<file path="src/rtl/count_monitor.sv">
// Monitors an upstream 4-bit counter: locks after SYNC_LEN consecutive +1 steps,
// flags sequence breaks while locked and counts 15->0 wraps seen while tracking.
module count_monitor #(
  parameter int SYNC_LEN = 2,
  parameter int WRAP_W   = 8
) (
  input  logic              clk,
  input  logic              rst,
  input  logic              sample_en,
  input  logic [3:0]        q_in,
  output logic              locked,
  output logic              err,
  output logic              err_sticky,
  output logic              wrap_pulse,
  output logic [WRAP_W-1:0] wrap_count,
  output logic [3:0]        last_q,
  output logic [1:0]        state
);

  typedef enum logic [1:0] {
    IDLE  = 2'd0,
    SYNC  = 2'd1,
    TRACK = 2'd2,
    ERROR = 2'd3
  } state_t;

  localparam logic [3:0]        SYNC_LEN_C = 4'(SYNC_LEN);
  localparam logic [WRAP_W-1:0] WRAP_MAX   = '1;

  state_t              state_q, state_d;
  logic [3:0]          good_cnt_q, good_cnt_d;
  logic [3:0]          last_q_d;
  logic                locked_d, err_d, err_sticky_d, wrap_pulse_d;
  logic [WRAP_W-1:0]   wrap_count_d;
  logic                is_good, is_hold, is_wrap;

  // Classification is always against the previously accepted sample.
  assign is_good = (q_in == last_q + 4'd1);
  assign is_hold = (q_in == last_q);
  assign is_wrap = is_good && (last_q == 4'hF);

  always_comb begin
    state_d      = state_q;
    good_cnt_d   = good_cnt_q;
    last_q_d     = last_q;
    err_d        = 1'b0;
    wrap_pulse_d = 1'b0;
    err_sticky_d = err_sticky;
    wrap_count_d = wrap_count;
    if (sample_en) begin
      last_q_d = q_in;
      unique case (state_q)
        IDLE: begin
          state_d    = SYNC;
          good_cnt_d = 4'd0;
        end
        SYNC: begin
          if (is_good) begin
            good_cnt_d = good_cnt_q + 4'd1;
            if (good_cnt_q + 4'd1 >= SYNC_LEN_C) begin
              state_d    = TRACK;
              good_cnt_d = 4'd0;
            end
          end else if (!is_hold) begin
            good_cnt_d = 4'd0;
          end
        end
        TRACK: begin
          if (is_wrap) begin
            wrap_pulse_d = 1'b1;
            if (wrap_count != WRAP_MAX) wrap_count_d = wrap_count + 1'b1;
          end else if (!is_good && !is_hold) begin
            state_d      = ERROR;
            err_d        = 1'b1;
            err_sticky_d = 1'b1;
          end
        end
        ERROR: begin
          if (!is_hold) begin
            state_d    = SYNC;
            good_cnt_d = 4'd0;
          end
        end
        default: state_d = IDLE;
      endcase
    end
    locked_d = (state_d == TRACK);
  end

  always_ff @(posedge clk) begin
    if (rst) begin
      state_q    <= IDLE;
      good_cnt_q <= 4'd0;
      last_q     <= 4'd0;
      locked     <= 1'b0;
      err        <= 1'b0;
      err_sticky <= 1'b0;
      wrap_pulse <= 1'b0;
      wrap_count <= '0;
    end else begin
      state_q    <= state_d;
      good_cnt_q <= good_cnt_d;
      last_q     <= last_q_d;
      locked     <= locked_d;
      err        <= err_d;
      err_sticky <= err_sticky_d;
      wrap_pulse <= wrap_pulse_d;
      wrap_count <= wrap_count_d;
    end
  end

  assign state = state_q;

endmodule

</file>
<file path="config.mk">
export PLATFORM = sky130hd
export DESIGN_NAME = count_monitor
export DESIGN_NICKNAME = d
export VERILOG_FILES = /design/src/rtl/count_monitor.sv
export SDC_FILE = /design/constraint.sdc
export NUM_CORES = 1
export LEC_CHECK = 0
export BUFFER_PORTS_ARGS = -buffer_cell sky130_fd_sc_hd__buf_2
export CAP_MARGIN = 20
export CORE_UTILIZATION = 56
export DETAILED_ROUTE_END_ITERATION = 12
export PLACE_DENSITY = 0.93
export SLEW_MARGIN = 30
export SYNTH_ARGS = -nofsm -noshare
export SYNTH_HDL_FRONTEND = slang
export SYNTH_SLANG_ARGS = --single-unit
</file>
<file path="constraint.sdc">
create_clock -name clk -period 5.8 [get_ports clk]
set_clock_uncertainty 0.15 [all_clocks]
set_input_delay 1.16 -clock clk [delete_from_list [all_inputs] [get_ports clk]]
set_output_delay 1.16 -clock clk [all_outputs]
set_load 0.01 [all_outputs]
</file>
==> parameters.txt <==
Parameter                              Value

Place
  Setup WS pre-CTS ... 2950 ps
  Post-DP HPWL ... 1650 µm
  Quantity of I/O buffers inserted on ports ... 24
  Routability cong. ... 0.740
  Area after DPL ... 1240 µm²
  Total instance count after detailed placement ... 165

Timing
  Final number of hold-violating endpoints ... 0
  Endpoints failing setup ... 0
  Unrepaired setup endpoints after global routing ... false
  Period Utilization, post-route ... 43.4%
  Final number of max-transition violations ... 0
  Post-layout min period ... 2510 ps
  Max Clk Rate ... 398 MHz
  Sum Neg Setup Slack ... 0 ps
  Minimum setup slack in the final design ... 3290 ps
  Worst max-slew margin expressed relative to the limit ... 64.9%
  Min Hold Slack ... 324 ps
  Slew at the pin closest to its max-slew limit ... 519 ps

Clock network
  Hold-fix buffer count after cts ... 0
  Worst-skew pair later-pin latency ... 310 ps
  Clock Path Buffers ... 2
  Count of H-tree levels built during CTS ... 1
  Number of sinks handled by clock tree synthesis ... 22
  Clock buffers created by TritonCTS ... 3
  Resize count post-CTS ... 0
  Clock-pin slew of the registers on the worst-case setup and hold paths ... 130 ps
  Root Buffer ... clkbuf_4
  Number of buffers inserted to repair setup after CTS ... 0
  TritonCTS clock tree ... done

Setup path
  Reg2Reg Setup Slack ... 3670 ps
  Worst path max stage delay ... 540 ps
  Bufs and invs on worst path ... 1
  Required time at the worst-slack endpoint ... 5890 ps
  Crit path arrival time ... 2610 ps
  Critical path cell sequence ... buf_2 -> xnor2_2 -> xnor2_4 -> nand3_2 -> or4_1 -> a21oi_1
  Maximum fanout encountered on the critical timing path ... 5
  Critical path start-end classification ... in2reg
  Worst path slowest cell ... or4_1
  Kind of end point of the critical path ... flop
  Startpoint kind of the worst setup timing path ... input port
  Cell type group with the largest total delay on the critical path ... simple AND/OR/NAND/NOR gates

Synthesis
  Post-Synthesis Mean Instance Area ... 9.27 µm²
  Post-Syn Area ... 1100 µm²
  Commonest cells in the synthesized netlist ... dfxtp_1, nor2_1, a21oi_1, nand2_1
  Number of flops mapped to enable cells by yosys ... 0
  Post-synthesis sequential area ratio ... 39.9%
  Largest area contributor in the netlist ... dfxtp_1
  Most instantiated flip-flop cell in the synthesis netlist ... dfxtp_1
  Count leader, synth ... dfxtp_1
  Synthesized instance count ... 119
  Seq cells post-synth ... 22
  Yosys cell types ... 35
  Syn Nets ... 130
  Main area contributors after synthesis ... dfxtp_1, ha_1, mux2i_1
  Synth async-reset ratio ... 0%
  Total of warnings raised by yosys ... 0
  Share of Yosys cell area claimed by the top area cell type ... 39.9%

Global route
  Number of antenna violations at the first check in global routing ... 0
  Maximum number of pins on one net before global-route repair ... 22
  Number of global-route vias before repair ... 839
  Global-route congestion overflow total ... 0
  First-pass GRT wire length ... 3440 µm
  Total Routing Usage GR ... 22.4%

Finish
  Share of the core filled with cells ... 71.6%
  Total of fill cells in the finished design ... 143
  Antenna diode count ... 0
  Fraction of layout cells with a size suffix above 1 ... 25.7%
  FF/Latch Area ... 440 µm²
  Final #Nets ... 156
  Area occupied by multi-input gates ... 626 µm²
  Fin area ... 1280 µm²
  Post-route insts no fill ... 169
  Growth of design area from synthesis to finish ... 15.6%

Floorplanning
  Number of core rows ... 15
  Die X ... 46.4 µm
  Initial cell density of the core ... 61.9%
  Die Area ... 2150 µm²
  Total core area ... 1780 µm²
  Number of top-level design ports ... 25
  Height of the die ... 46.4 µm

Min path
  Path type of the worst min-delay path ... reg2reg

Drt
  Via count ... 971
  Post-detailed-route wirelength per cell ... 13.1 µm
  Post-route DRC ... 0
  Routed Wire Length ... 2210 µm
  Vias per cell ... 5.75
  1st-iter DRT viols ... 32
  Final antenna-violating net count ... 0
  Number of detailed-routing iterations run before antenna repair ... 4

Pwr
  Worst voltage drop across the vdd grid ... 157 µV
  Total power consumption of the routed design ... 274 µW
  Total power per unit cell area ... 215 nW/µm²
  Total leakage power ... 0.530 nW

Run status
  Outcome ... complete, no violations

Flow run
  Number of violations of the max-capacitance limit ... 0
-- tightest hold or removal path, cell delays in order (launching register included) --
cell and delay, ps:
dfxtp_1 330, inv_1 70, nor2_1 50
-- kinds of logic after synthesis --
logic type	count (synthesis)	share of synthesized area, %
AND/OR/NAND/NOR	47	24.5
AO/OA/AOI/OAI	23	12.9
flip-flops	22	39.9
XOR/XNOR	9	10.2
buffers and inverters	9	3.40
multiplexers	5	4.54
adder cells (fa/ha/maj)	4	4.54
-- final timing paths --
check,to,from,depth (start not counted)
min,good_cnt_q[3]$_SDFFE_PP0P_,good_cnt_q[3]$_SDFFE_PP0P_,2
min reg2reg,good_cnt_q[3]$_SDFFE_PP0P_,good_cnt_q[3]$_SDFFE_PP0P_,2
max,locked$_SDFF_PP0_,q_in[3],6
max reg2reg,wrap_count[4]$_SDFFE_PP0P_,last_q[1]$_SDFFE_PP0P_,6
-- cell usage in the layout, fill, tap and decap left out --
cell,instances
a211oi_1,1
a21boi_0,1
a21oi_1,8
a31o_2,2
a41oi_1,1
and4_1,1
and4_2,1
buf_2,24
clkbuf_4,3
clkbuf_8,1
dfxtp_1,22
ha_1,4
inv_1,6
mux2i_1,5
nand2_1,8
nand2b_1,2
nand3_1,2
nand3_2,1
nand3_4,1
nand3b_1,1
nand4_1,4
nand4b_1,2
nor2_1,13
nor3_1,2
nor3_2,1
nor4_1,1
o21ai_0,6
o22ai_1,1
o31ai_1,1
o41ai_1,2
or3_1,5
or4_1,2
xnor2_1,3
xnor2_2,2
xnor2_4,1
xor2_1,3
-- cell type report --
class,count,share of cell area [%]
inverters,6,1.76
clock buffers,4,2.84
well taps,25,2.45
repair buffers,24,9.41
multi-input cells,88,49.0
flip-flops and latches,22,34.5
-- where the power goes --
part / total [mW] / switching (mW) / internal [mW]
logic: 0.0299 / 0.0170 / 0.0128
clock network: 0.0872 / 0.0489 / 0.0383
registers: 0.157 / 0.00393 / 0.153
-- state kept, by name, summed over array words and instances, names as in the netlist --
name,cells
wrap_count,8
err_sticky,1
locked,1
err,1
wrap_pulse,1
good_cnt_q,4
last_q,4
state,2
-- layer usage --
metal | GRT usage, % | up-vias | wire length (µm)
li1 | - | 478 | -
met1 | 27.1 | 446 | 998
met2 | 38.9 | 40 | 1060
met3 | 3.53 | 7 | 108
met4 | 8.82 | 0 | 40
met5 | 0 | - | 0
No activity file was read; power rests on OpenSTA's default activity.
